===== src/rtl/digit_scan_mux_if.sv =====
// digit_scan_mux_if: result inputs and multiplexed digit outputs of the display scanner
interface digit_scan_mux_if;
  logic LE;
  logic DU;
  logic HALF;
  logic [3:0] D2;
  logic [3:0] D3;
  logic [3:0] D4;
  logic POL;
  logic OVR;
  logic UNR;
  logic [3:0] Q;
  logic DS1;
  logic DS2;
  logic DS3;
  logic DS4;
  logic FRM;
  modport master (
    output LE, DU, HALF, D2, D3, D4, POL, OVR, UNR,
    input Q, DS1, DS2, DS3, DS4, FRM
  );
  modport slave (
    input LE, DU, HALF, D2, D3, D4, POL, OVR, UNR,
    output Q, DS1, DS2, DS3, DS4, FRM
  );
endinterface


===== src/rtl/digit_scan_mux.sv =====
// digit_scan_mux: double-buffers a 3.5-digit BCD result and scans it onto a strobed digit bus
module digit_scan_mux #(
  parameter int DIGIT_CYC = 18,
  parameter int BLANK_CYC = 2
) (
  input logic CP15,
  input logic R,
  digit_scan_mux_if.slave bus
);
  localparam int MAXC = DIGIT_CYC > BLANK_CYC ? DIGIT_CYC : BLANK_CYC;
  localparam int CW = $clog2(MAXC + 1);
  typedef enum logic [2:0] {BLK1, S1, BLK2, S2, BLK3, S3, BLK4, S4} state_t;
  state_t state, nxt;
  logic [CW-1:0] cnt, cnt_nxt;
  logic le_q, pend, cap, adv, enter_s1;
  logic [15:0] pend_d, disp, disp_nxt;
  logic [3:0] q_nxt;
  // cnt is 1-based within a state; reset value 0 makes the first edge count as entering BLK1
  always_comb begin
    adv = cnt >= CW'(state[0] ? DIGIT_CYC : BLANK_CYC);
    nxt = adv ? state_t'(state + ((BLANK_CYC == 0 && state[0]) ? 3'd2 : 3'd1)) : state;
    cnt_nxt = adv ? CW'(1) : cnt + 1'b1;
    enter_s1 = adv && nxt == S1;
    cap = bus.LE && !le_q && bus.DU;
    disp_nxt = (enter_s1 && pend) ? pend_d : disp;
    q_nxt = nxt == S1 ? {~disp_nxt[15], disp_nxt[14], 1'b0, disp_nxt[13] | disp_nxt[12]} :
            nxt == S2 ? disp_nxt[11:8] :
            nxt == S3 ? disp_nxt[7:4] :
            nxt == S4 ? disp_nxt[3:0] : 4'd0;
  end
  always_ff @(posedge CP15 or negedge R) begin
    if (!R) begin
      state <= BLK1;
      cnt <= '0;
      le_q <= 1'b0;
      pend <= 1'b0;
      pend_d <= '0;
      disp <= '0;
      bus.Q <= 4'd0;
      bus.DS1 <= 1'b0;
      bus.DS2 <= 1'b0;
      bus.DS3 <= 1'b0;
      bus.DS4 <= 1'b0;
      bus.FRM <= 1'b0;
    end else begin
      state <= nxt;
      cnt <= cnt_nxt;
      le_q <= bus.LE;
      disp <= disp_nxt;
      pend <= cap | (pend & ~enter_s1);
      if (cap) pend_d <= {bus.HALF, bus.POL, bus.OVR, bus.UNR, bus.D2, bus.D3, bus.D4};
      bus.Q <= q_nxt;
      bus.DS1 <= nxt == S1;
      bus.DS2 <= nxt == S2;
      bus.DS3 <= nxt == S3;
      bus.DS4 <= nxt == S4;
      bus.FRM <= enter_s1;
    end
  end
endmodule


===== src/flat_wrapper.sv =====
// flat-port wrapper written by rule: the top's interface ports become plain ports
module digit_scan_mux_flat 
#(
  parameter int DIGIT_CYC = 18,
  parameter int BLANK_CYC = 2
)
  (CP15, R, bus_LE, bus_DU, bus_HALF, bus_D2, bus_D3, bus_D4, bus_POL, bus_OVR, bus_UNR, bus_Q, bus_DS1, bus_DS2, bus_DS3, bus_DS4, bus_FRM);
  digit_scan_mux_if bus_i ();
  input logic CP15;
  input logic R;
  input wire logic [$bits(bus_i.LE)-1:0] bus_LE;
  input wire logic [$bits(bus_i.DU)-1:0] bus_DU;
  input wire logic [$bits(bus_i.HALF)-1:0] bus_HALF;
  input wire logic [$bits(bus_i.D2)-1:0] bus_D2;
  input wire logic [$bits(bus_i.D3)-1:0] bus_D3;
  input wire logic [$bits(bus_i.D4)-1:0] bus_D4;
  input wire logic [$bits(bus_i.POL)-1:0] bus_POL;
  input wire logic [$bits(bus_i.OVR)-1:0] bus_OVR;
  input wire logic [$bits(bus_i.UNR)-1:0] bus_UNR;
  output wire logic [$bits(bus_i.Q)-1:0] bus_Q;
  output wire logic [$bits(bus_i.DS1)-1:0] bus_DS1;
  output wire logic [$bits(bus_i.DS2)-1:0] bus_DS2;
  output wire logic [$bits(bus_i.DS3)-1:0] bus_DS3;
  output wire logic [$bits(bus_i.DS4)-1:0] bus_DS4;
  output wire logic [$bits(bus_i.FRM)-1:0] bus_FRM;
  assign bus_i.LE = bus_LE;
  assign bus_i.DU = bus_DU;
  assign bus_i.HALF = bus_HALF;
  assign bus_i.D2 = bus_D2;
  assign bus_i.D3 = bus_D3;
  assign bus_i.D4 = bus_D4;
  assign bus_i.POL = bus_POL;
  assign bus_i.OVR = bus_OVR;
  assign bus_i.UNR = bus_UNR;
  assign bus_Q = bus_i.Q;
  assign bus_DS1 = bus_i.DS1;
  assign bus_DS2 = bus_i.DS2;
  assign bus_DS3 = bus_i.DS3;
  assign bus_DS4 = bus_i.DS4;
  assign bus_FRM = bus_i.FRM;
  digit_scan_mux #(.DIGIT_CYC(DIGIT_CYC), .BLANK_CYC(BLANK_CYC)) u_core (.CP15(CP15), .R(R), .bus(bus_i));
endmodule

===== config.mk =====
export PLATFORM = sky130hd
export DESIGN_NAME = digit_scan_mux_flat
export DESIGN_NICKNAME = d
export VERILOG_FILES = /design/src/rtl/digit_scan_mux_if.sv /design/src/rtl/digit_scan_mux.sv /design/src/flat_wrapper.sv
export SDC_FILE = /design/constraint.sdc
export NUM_CORES = 1
export LEC_CHECK = 0
export CAP_MARGIN = 10
export CELL_PAD_IN_SITES_DETAIL_PLACEMENT = 1
export CELL_PAD_IN_SITES_GLOBAL_PLACEMENT = 1
export CORE_MARGIN = 2
export CORE_UTILIZATION = 44
export DETAILED_ROUTE_END_ITERATION = 16
export PLACE_DENSITY = 0.85
export REMOVE_ABC_BUFFERS = 1
export SLEW_MARGIN = 25
export SYNTH_ARGS = -nofsm -noshare
export SYNTH_HDL_FRONTEND = slang
export SYNTH_SLANG_ARGS = --single-unit

===== constraint.sdc =====
create_clock -name CP15 -period 2.6 [get_ports CP15]
set_input_delay 0.52 -clock CP15 [delete_from_list [all_inputs] [get_ports CP15]]
set_output_delay 0.52 -clock CP15 [all_outputs]
set_load 0.03 [all_outputs]

* Word level (Yosys, flattened, before mapping)
Cells that the tools add are included.
** Cells by class
- Equal/unequal tests :: 4
- Bitwise operators :: 5
- Reductions and logical operators :: 5
- Mux-type cells :: 8
- Add/subtract/negate cells :: 2
- Magnitude comparators :: 1
** Operators by type and width (number)
- $mux W16 :: 1
- $mux W4 :: 4
- $mux W5 :: 2
- $eq A3 B3 Y1 const B :: 2
- $add A5 B1 Y5 const B :: 1
- $ge A5 B5 Y1 :: 1
- $logic_and A1 B1 Y1 :: 4
- $add A3 B1 Y3 const B :: 1
- $eq A3 B1 Y1 const B :: 1
- $eq A3 B2 Y1 const B :: 1
- $mux W3 :: 1
- $not A1 Y1 :: 2
- $or A1 B1 Y1 :: 2
- $and A1 B1 Y1 :: 1
- $logic_not A1 Y1 :: 1
** Storage, ports and cells
- Bits in registers :: 51
- Word-level logic and storage cells :: 37
- Output and inout port bits :: 9
- Bits of input ports :: 20

* Longest topological paths before layout
Gate-level depths: netlist of the first run.
- Depth after elaboration :: 11
- Gate-level depth with buffers :: 8
- Gate-level depth less buffers :: 7

* Worst setup path before layout of the first run
OpenSTA, ideal clock, no wires.
- Path type :: reg-to-reg
- Start :: reg u_core.state[0]
- End :: reg u_core.disp[12]
- Arrival :: 2.144 ns
- Library setup time :: 0.125 ns
- Cell stages (with the launch flop) :: 8
- Required time :: 2.475 ns
- Slack :: 0.332 ns
- Buffers on the path :: 1
- Clock period less this slack :: 2.268 ns
- Cells stage by stage :: dfrtp_1 > inv_1 > ha_1 > nor2_1 > a2111o_1 > nor2_1 > buf_2 > mux2_2
** Between the ends
- Longest elaborated chain between the ends :: 7
- Elaborated cells between the ends (all ways) :: 8
- Those cells by class :: add/sub (1); order compare (1); eq/ne (1); mux (3); reduce/logical (2)
** Ends and longest elaborated chain
- from (decl) :: line digit_scan_mux.sv:13 : state_t state, nxt;
- from (signal assigned) :: line digit_scan_mux.sv:46 : state <= nxt;
- $mux W5 :: line digit_scan_mux.sv:20 : adv = cnt >= CW'(state[0] ? DIGIT_CYC : BLANK_CYC);
- $ge A5 B5 Y1 :: line digit_scan_mux.sv:20
- $mux W3 :: line digit_scan_mux.sv:21 : nxt = adv ? state_t'(state + ((BLANK_CYC == 0 && state[0]) ? 3'd2 : 3'd1)) : state;
- $eq A3 B1 Y1 :: line digit_scan_mux.sv:23 : enter_s1 = adv && nxt == S1;
- $logic_and A1 B1 Y1 * :: line digit_scan_mux.sv:23
- $logic_and A1 B1 Y1 * :: line digit_scan_mux.sv:25 : disp_nxt = (enter_s1 && pend) ? pend_d : disp;
- $mux W16 * :: line digit_scan_mux.sv:25
- via u_core.disp_nxt[12] :: line digit_scan_mux.sv:16 : logic [15:0] pend_d, disp, disp_nxt;
- to (signal assigned) :: line digit_scan_mux.sv:49 : disp <= disp_nxt;
- to (decl) :: line digit_scan_mux.sv:16
Mark *: on every way through the listed nets, which the timed path passes. The rest lies on a longest branch.
A chain may end at the register's enable or synchronous reset.

* Worst setup path after layout of the first run
- Start :: reg u_core.state[0]
- End :: reg u_core.bus.Q[3]
** Between the ends
- Longest elaborated chain between the ends :: 11
- Elaborated cells between the ends (all ways) :: 16
- Those cells by class :: add/sub (1); order compare (1); eq/ne (4); mux (7); bitwise (1); reduce/logical (2)
** Ends and longest elaborated chain
- $mux W5 :: line digit_scan_mux.sv:20
- $ge A5 B5 Y1 :: line digit_scan_mux.sv:20
- $mux W3 :: line digit_scan_mux.sv:21
- $eq A3 B1 Y1 :: line digit_scan_mux.sv:23, digit_scan_mux.sv:26
- $logic_and A1 B1 Y1 :: line digit_scan_mux.sv:23
- $logic_and A1 B1 Y1 :: line digit_scan_mux.sv:25
- $mux W16 :: line digit_scan_mux.sv:25
- $mux W4 :: line digit_scan_mux.sv:29 : nxt == S4 ? disp_nxt[3:0] : 4'd0;
- $mux W4 :: line digit_scan_mux.sv:28 : nxt == S3 ? disp_nxt[7:4] :
- $mux W4 :: line digit_scan_mux.sv:27 : nxt == S2 ? disp_nxt[11:8] :
- $mux W4 * :: line digit_scan_mux.sv:26 : q_nxt = nxt == S1 ? {~disp_nxt[15], disp_nxt[14], 1'b0, disp_nxt[13] | disp_nxt[12]} :
- via u_core.q_nxt[3] :: line digit_scan_mux.sv:17 : logic [3:0] q_nxt;
- to (signal assigned) :: line digit_scan_mux.sv:52 : bus.Q <= q_nxt;
- to (decl) :: line digit_scan_mux_if.sv:24 : output Q, DS1, DS2, DS3, DS4, FRM
Marked as above.

==> impl_metrics.json, run 1 <==
{
  "dp_hpwl_um": 3480,
  "post_cts_resized": 0,
  "postCtsSetupBuffers": 0,
  "worstPathRequired_ps": 2810,
  "core_area_um2": 4820,
  "fin_ws_ps": 151,
  "drtIter0Drc": 82,
  "vdd_ir_drop_max_v": 0.000380,
  "ant_nets": 0,
  "gr-total-overflow": 0,
  "slew-limit-headroom_pct": 65.6,
  "ios": 29,
  "grt_pass1_wl_um": 8290,
  "status": "finished, final reports clean",
  "cts_num_sinks": 51,
  "synth-compound-area-share_pct": 15.0,
  "ys_top_cells_by_count": "51 x dfrtp_1, 24 x mux2_2, 10 x nand2_1",
  "period_share_pct": 94.2,
  "post-place-cells": 269,
  "drive_gt1_share_pct": 25.8,
  "drt-total-wl_um": 4950,
  "hold_viol": 0,
  "ctsHoldBuffers": 0,
  "power_density_nw_per_um2": 584,
  "tritoncts": "yes",
  "yosysTopAreaCellShare_pct": 57.0,
  "min_path_type": "input port to asynchronous set/reset pin",
  "holdWs_ps": 186,
  "ys_ff_latch": 51,
  "start_kind": "register",
  "die_w_um": 75.3,
  "htree_levels": 2,
  "diodes": 0,
  "avgViaCountPerCell": 5.37,
  "grt_usage_pct": 20.0,
  "seq_area_frac_synth_pct": 57.0,
  "clkLatencyLatePin_ps": 300,
  "die_h_um": 75.3,
  "muxShareOfSynthArea_pct": 13.0,
  "yosys-top-cells-area": "dfrtp_1 57%, mux2_2 12%, ha_1 2.2%, a21bo_2 1.8%, nand2_1 1.7%",
  "path_class": "register to register",
  "postLayoutCellArea_um2": 2740,
  "syn2layout_area_growth_pct": 22.4,
  "path_clk_slew_ps": 100,
  "fin_cells": 276,
  "yosysWarnings": 0,
  "finalWeightedCongestion": 0.874,
  "arrival_ps": 2660,
  "nFillCells": 498,
  "fin_worst_skew_ps": 16.1,
  "max-cap-violations": 0,
  "postSynthAreaPerCell_um2": 13.0,
  "synth_edf_count": 0,
  "dp_slack_ps": 164,
  "synth_top_family_by_area": "compound AO/OA/AOI/OAI gates",
  "synth_area_um2": 2240,
  "slew_violations": 0,
  "synth_cell_type_count": 41,
  "place_area_um2": 2630,
  "period_minus_slack_ps": 2450,
  "fin_nets": 233,
  "drc": 0,
  "synthAdderAreaFrac_pct": 2.24,
  "floorplan.initialDensity_pct": 46.4,
  "clock_path_buffers": 2,
  "syn_inst": 172,
  "synth-main-ff-cell": "dfrtp_1",
  "yosysMostFrequentCell": "dfrtp_1",
  "vias": 1483,
  "rsz0062_at_grt": "false",
  "numCtsBuffers": 5,
  "port_buffers": 28,
  "grt_pass1_vias": 1647,
  "yosysTopAreaCell": "dfrtp_1",
  "fmax_mhz": 408,
  "die_area_um2": 5670,
  "leakage_nw": 1.22,
  "cp_max_fo": 12,
  "synth-xor-area-share_pct": 2.74,
  "worst_pin_slew_ps": 511,
  "setup_tns_ps": 0,
  "setup_viol": 0,
  "firstDrtPassIters": 4,
  "wl_per_cell_um": 17.9,
  "end_kind": "register",
  "grt_max_degree": 52,
  "antenna_found_initial": 0,
  "cts_root_buf": "clkbuf_8",
  "num_rows": 25,
  "postSynth.asyncResetShare_pct": 100,
  "synthSimpleGateAreaFrac_pct": 7.49
}
## cells by family (layout without fill, tap and decap cells)
group,Yosys count,count (layout)
flops,51,51
compound gates,37,37
simple gates,35,35
mux,26,26
buf+inv,12,49
xor+xnor,7,7
fa+ha+maj,4,4
## layout by cell type, fill, tap and decap left out, drive strengths merged, types with 2 or more instances in the layout
cell type / n
nand3: 7
ha: 4
mux2: 24
a21bo: 4
mux2i: 2
nor2: 9
xnor2: 4
a21o: 4
clkdlybuf4s50: 27
xor2: 3
a21oi: 5
inv: 7
a21boi: 3
a221oi: 2
nand2: 10
a211oi: 3
clkbuf: 5
buf: 8
dfrtp: 51
o21ai: 8
## where the power goes
group          internal [mW]  switching, mW  leakage (nW)
clock                  0.282          0.255        0.0502
sequential             0.864         0.0424         0.623
combinational         0.0925         0.0638         0.550
## through the flow
stage	util, %	power [mW]
2_1_floorplan	-	0.990
3_3_place_gp	54.6	1.06
3_5_place_dp	54.6	1.08
4_1_cts	56.9	1.61
5_1_grt	56.9	1.68
6_report	56.9	1.60
## sequential cells by signal, indices dropped and copies added, names as in the netlist
name / flops
u_core.state: 3
u_core.pend: 1
u_core.bus.Q: 4
u_core.pend_d: 16
u_core.bus.FRM: 1
u_core.bus.DS1: 1
u_core.bus.DS2: 1
u_core.disp: 16
u_core.bus.DS4: 1
u_core.bus.DS3: 1
u_core.cnt: 5
u_core.le_q: 1
## worst paths after layout
kind | startpoint | end | slack [ps] | depth (start not counted)
min | R | u_core.pend_d[12] | 190 | 2
max in group asynchronous | R | u_core.disp[9] | 2180 | 2
min in group CP15 | u_core.pend_d[4] | u_core.disp[4] | 500 | 1
max | u_core.state[0] | u_core.bus.Q[3] | 150 | 7
max reg2reg | u_core.state[0] | u_core.bus.Q[3] | 150 | 7
min reg2reg | u_core.pend_d[4] | u_core.disp[4] | 500 | 1
## layer usage
| layer | up-vias | GRT usage (%) | wire [µm] |
|---|---|---|---|
| li1 | 684 | - | - |
| met1 | 762 | 25.3 | 2090 |
| met2 | 30 | 34.6 | 2600 |
| met3 | 7 | 4.89 | 189 |
| met4 | 0 | 5.26 | 69 |
| met5 | - | 0 | 0 |
## worst max-delay path, cell delays in order, from the launching register on
cell and delay (ps):
dfrtp_1 510, inv_1 140, ha_1 320, o41a_1 160, or2_4 330, o21ai_1 360, a21bo_2 300, a221oi_2 240
## final cells by class
cell class	count	area (µm²)	share of cell area, %
Timing Repair Buffer	35	340	12.4
Clock inverter	2	37.5	1.37
Multi-Input combinational cell	109	906	33.1
Clock buffer	5	68.8	2.51
Inverter	7	26.3	0.959
Sequential cell	51	1280	46.6
Tap cell	67	83.8	3.06
(Power assumes the default switching activity.)
==> run 2: changes to the inputs <==
Settings changed: CORE_UTILIZATION 44 to 40, PLACE_DENSITY 0.85 to 0.82.
Clock period 2.6 ns to 2.04 ns, I/O delays scaled along.
==> impl_metrics.json, run 2 (synthesis gave the netlist of run 1 again) <==
{
  "dp_hpwl_um": 3860,
  "setup_viol": 10,
  "max-cap-violations": 0,
  "numCtsBuffers": 5,
  "setup_tns_ps": -491,
  "ctsHoldBuffers": 0,
  "drt-total-wl_um": 5790,
  "cts_root_buf": "clkbuf_8",
  "grt_usage_pct": 20.6,
  "firstDrtPassIters": 4,
  "htree_levels": 2,
  "floorplan.initialDensity_pct": 41.1,
  "fin_nets": 265,
  "die_w_um": 78.8,
  "multi_input_area_um2": 1070,
  "start_kind": "register",
  "pwr-share-clk_pct": 30.8,
  "tritoncts": "yes",
  "die_area_um2": 6210,
  "register_area_um2": 1280,
  "failed_checks": "setup timing",
  "core_area_um2": 5440,
  "status": "complete, but fails checks",
  "drc": 0,
  "clock_path_buffers": 2,
  "min_path_type": "input port to asynchronous set/reset pin",
  "ant_nets": 0,
  "drive_gt1_share_pct": 43.8,
  "slew-limit-headroom_pct": 62.1,
  "num_rows": 27,
  "wl_per_cell_um": 18.4,
  "antenna_found_initial": 0,
  "period_share_pct": 104,
  "fmax_mhz": 470,
  "worst_pin_slew_ps": 569,
  "reg2reg_setup_slack_ps": -90,
  "top_regs": "u_core.disp: 16 flops, u_core.pend_d: 16 flops, u_core.cnt: 5 flops",
  "p_total_mw": 2.00,
  "layout_commonest_cell": "dfrtp_1",
  "intPower_mw": 1.51,
  "period_minus_slack_ps": 2130,
  "seqPwrFrac_pct": 58.1,
  "path_class": "register to register",
  "drtIter0Drc": 60,
  "fin_ws_ps": -87.9,
  "vias": 1636,
  "worstPathRequired_ps": 2280,
  "gr-total-overflow": 0,
  "layout_common_cells": "51 x dfrtp_1, 31 x buf_4, 27 x clkdlybuf4s50_1",
  "diodes": 0,
  "grt_pass1_vias": 1852,
  "switching_share_pct": 24.4,
  "clkLatencyLatePin_ps": 310,
  "arrival_ps": 2360,
  "switchingPower_uw": 487,
  "hold_viol": 0,
  "vdd_ir_drop_max_v": 0.000551,
  "die_h_um": 78.8,
  "slew_violations": 0,
  "path_clk_slew_ps": 90,
  "cts_num_sinks": 51,
  "fin_worst_skew_ps": 7.75,
  "syn2layout_area_growth_pct": 41.8,
  "nFillCells": 544,
  "power_density_nw_per_um2": 630,
  "grt_max_degree": 28,
  "rsz0062_at_grt": "true",
  "port_buffers": 28,
  "grt_pass1_wl_um": 9640,
  "end_kind": "register",
  "ios": 29,
  "avgViaCountPerCell": 5.21,
  "cp_max_fo": 7,
  "leakage_nw": 1.42,
  "p_comb_share_pct": 11.1,
  "finalWeightedCongestion": 0.827
}
==> run 2: changes by cell type in the layout (fill, tap and decap cells not counted), sizes merged <==
cell / change
clkbuf: +1
bufinv: -1
clkinv: +1
buf: +32
==> run 2: critical path: stages (launching register included) <==
cell,delay [ps]
dfrtp_1,410
ha_2,210
o41a_1,350
or2_4,310
o32ai_4,370
a21bo_2,280
a2bb2oi_2,130
==> run 2: routing by layer <==
metal	vias up	track usage, %	routed length, µm
met4	0	6.67	144
li1	750	-	-
met1	831	24.0	2320
met3	15	4.89	200
met2	40	37.3	3120
met5	-	0	0
==> run 2: area by class of cell <==
cell class,count,area share (%)
well taps,72,2.84
flip-flops and latches,51,40.2
clock buffers,6,2.60
multi-input cells,109,33.8
repair buffers,67,19.1
clock inverters,2,0.513
inverters,7,0.828
==> run 2: power by group through the flow <==
| stage | Sequential (mW) | Combinational, mW | Clock (mW) |
|---|---|---|---|
| final | 1.16 | 0.222 | 0.615 |
| after global routing | 1.17 | 0.243 | 0.693 |
| after CTS | 1.15 | 0.216 | 0.638 |
| after detailed placement | 1.17 | 0.205 | 0 |
| after global placement | 1.17 | 0.195 | 0 |
| after floorplan | 1.16 | 0.0991 | 0 |
==> run 2: timing repair <==
item                       in CTS  in global routing
setup buffers                   3                  1
setup endpoints to repair      14                 16
gates resized for setup        23                 21
pin swaps                       6                  8
==> run 2: path summary, 6_finish.rpt <==
kind | startpoint | cells after the start | endpoint
setup / recovery | u_core.cnt[1] | 6 | u_core.bus.Q[1]
hold / removal | R | 1 | u_core.pend_d[4]
setup reg to reg | u_core.cnt[1] | 6 | u_core.bus.Q[1]
hold reg to reg | u_core.pend_d[4] | 1 | u_core.disp[4]
max in group asynchronous | R | 2 | u_core.pend
min in group CP15 | u_core.pend_d[4] | 1 | u_core.disp[4]
==> run 2: stage by stage <==
stage | area, µm² | instances | utilization (%) | worst slack (ps) | hold slack (ps)
after floorplan | 2210 | 167 | - | -696 | 112
after detailed placement | 2850 | 302 | 52.4 | -206 | 438
after global placement | 2850 | 302 | 52.4 | -77.2 | 440
final | 3170 | 314 | 58.3 | -87.9 | 86.5
after CTS | 3090 | 313 | 56.8 | -86.6 | 96.7
after global routing | 3170 | 314 | 58.3 | -206 | 101
==> run 3: changes to the inputs <==
Settings changed: SLEW_MARGIN 25 to 40.
==> results of run 3 <==
The final DEF is identical to that of run 2; final timing and power are the same.
==> patch 1 (settings of run 1) <==
`BLANK_CYC` is set to 2 in 2 places; all go to 1.
--- a/src/rtl/digit_scan_mux.sv
+++ b/src/rtl/digit_scan_mux.sv
@@ -2,5 +2,5 @@
 module digit_scan_mux #(
   parameter int DIGIT_CYC = 18,
-  parameter int BLANK_CYC = 2
+  parameter int BLANK_CYC = 1
 ) (
   input logic CP15,
--- a/src/flat_wrapper.sv
+++ b/src/flat_wrapper.sv
@@ -3,5 +3,5 @@
 #(
   parameter int DIGIT_CYC = 18,
-  parameter int BLANK_CYC = 2
+  parameter int BLANK_CYC = 1
 )
   (CP15, R, bus_LE, bus_DU, bus_HALF, bus_D2, bus_D3, bus_D4, bus_POL, bus_OVR, bus_UNR, bus_Q, bus_DS1, bus_DS2, bus_DS3, bus_DS4, bus_FRM);
Formal check against the unedited RTL: not equivalent (Yosys sat finds a counterexample within 4 cycles, from zero or initial values).
==> patch 1 against run 1 <==
- sequential cell count stayed put
- combinational power down 8%
- total power fell by 5.4%
- final area fell by 1.6%
- wire length is 7.1% lower
- worst setup slack worse by 0.0015 ns
- die area decreased by 3.4%
- area after synthesis fell by 3.6%
- count of clock-buffer cells in the layout is 2 higher
- first-iteration DRC count is 71% lower
- critical endpoint is now u_core.bus.Q[1]
- highest routed layer unchanged
==> patch 1: results <==
[status]
status = complete, no violations

[pwr]
p_per_area_nw_per_um2 = 561
power_leakage_nw = 1.28
vdd_ir_drop_max_mv = 0.390

[min_path]
holdCritPathClass = input pin to asynchronous set/reset pin

[placed_design]
io_buffers = 28
place_hpwl_mm = 3.45
post-place-ws_ns = 0.112
place_congestion = 0.927

[yosys]
synth_area_leaders = dfrtp_1, mux2_2, ha_1, mux2i_1, inv_1
ys_types = 35
synth_common_cells = dfrtp_1, mux2_2, inv_1, nor2_1, a21oi_1
synth_warnings = 0
ys_seq_area_frac = 0.592
async_flop_share = 1.00

[setup_path]
crit_fanout = 9
worstPathArrival_ns = 2.65
r2r_start = u_core.state[1]
criticalPathCategory = flop to flop
regToRegSetupSlack_ns = 0.15

[grt]
track_usage = 0.187
antenna_found_initial = 0
grt_pass1_wl_mm = 7.41
grt_pass1_vias = 1556
grt_max_degree = 21

[cts]
clk_pin_slew_ns = 0.09
cts_root_buffer = clkbuf_8
insertion_delay_ns = 0.31
cts_buffers = 5
clk_path_buf_depth = 2

[drt]
first_pass_iters = 4
drc = 0
vias_per_cell = 5.11
drt_iter0_drc = 24
wl_mm = 4.59

[sta]
worstMarginPinSlew_ns = 0.422
finalCriticalPeriod_ns = 2.45
skew_ns = 0.00853
whs_ns = 0.136

[finish]
n_fill_cell = 476
largest_registers = u_core.disp (16), u_core.pend_d (16), u_core.cnt (5)
drive_above_1_share = 0.267
nets = 230
==> patch 1: cell types whose count changed in the layout (fill, tap and decap cells not counted), sizes merged, moves of 4 or more <==
cell and delta:
nand2 -5, mux2 +6, buf +6, a21o -4
a21bo -4, nand3 -5
==> patch 1: logic make-up after synthesis <==
group,Yosys count,share of synthesized area
flops,51,0.592
mux,35,0.183
simple gates,28,0.0690
compound gates,23,0.0731
buf+inv,14,0.0336
xor+xnor,5,0.0203
fa+ha+maj,5,0.0290
==> patch 1: critical path, cell delays in order (launching register included) <==
cell	delay (ns)
dfrtp_1	0.46
ha_2	0.36
nor3_4	0.22
or4b_1	0.46
buf_4	0.21
mux2_4	0.31
o32a_1	0.32
==> patch 1: cell type report <==
type                            count  area [um2]  area share
Inverter                           10        37.5      0.0139
Clock buffer                        7        86.3      0.0320
Sequential cell                    51        1280       0.474
Clock inverter                      1        8.76     0.00325
Tap cell                           67        83.8      0.0311
Timing Repair Buffer               41         385       0.143
Multi-Input combinational cell     96         817       0.303
==> patch 1: metal layers <==
layer,part of all wire,routed length (um),up-vias,track usage
met2,0.54,2460,21,0.325
met1,0.42,1930,717,0.227
met5,0,0,-,0
met3,0.028,130,6,0.0447
met4,0.014,64,0,0.0667
li1,-,-,652,-
==> patch 1: metrics by stage <==
step	instances	cell area, um2
after global placement	264	2580
after CTS	272	2680
final	273	2700
after detailed placement	264	2580
after global routing	273	2700
after floorplan	157	2120
==> patch 1: what timing repair did <==
action | CTS | global route
setup buffers | 0 | 1
endpoints found under the setup margin | 0 | 4
gates resized for setup | 0 | 2
==> patch 1: path summary, 6_finish.rpt <==
check | end | cells past startpoint
min in group CP15 | u_core.disp[7] | 2
min | u_core.disp[9] | 1
min reg2reg | u_core.disp[7] | 2
max | u_core.bus.Q[1] | 6
max reg2reg | u_core.bus.Q[1] | 6
max in group asynchronous | u_core.disp[8] | 2
==> patch 1: power breakdown <==
group | internal [mW] | switching (mW)
combinational | 0.0859 | 0.0567
sequential | 0.858 | 0.0355
clock | 0.218 | 0.257
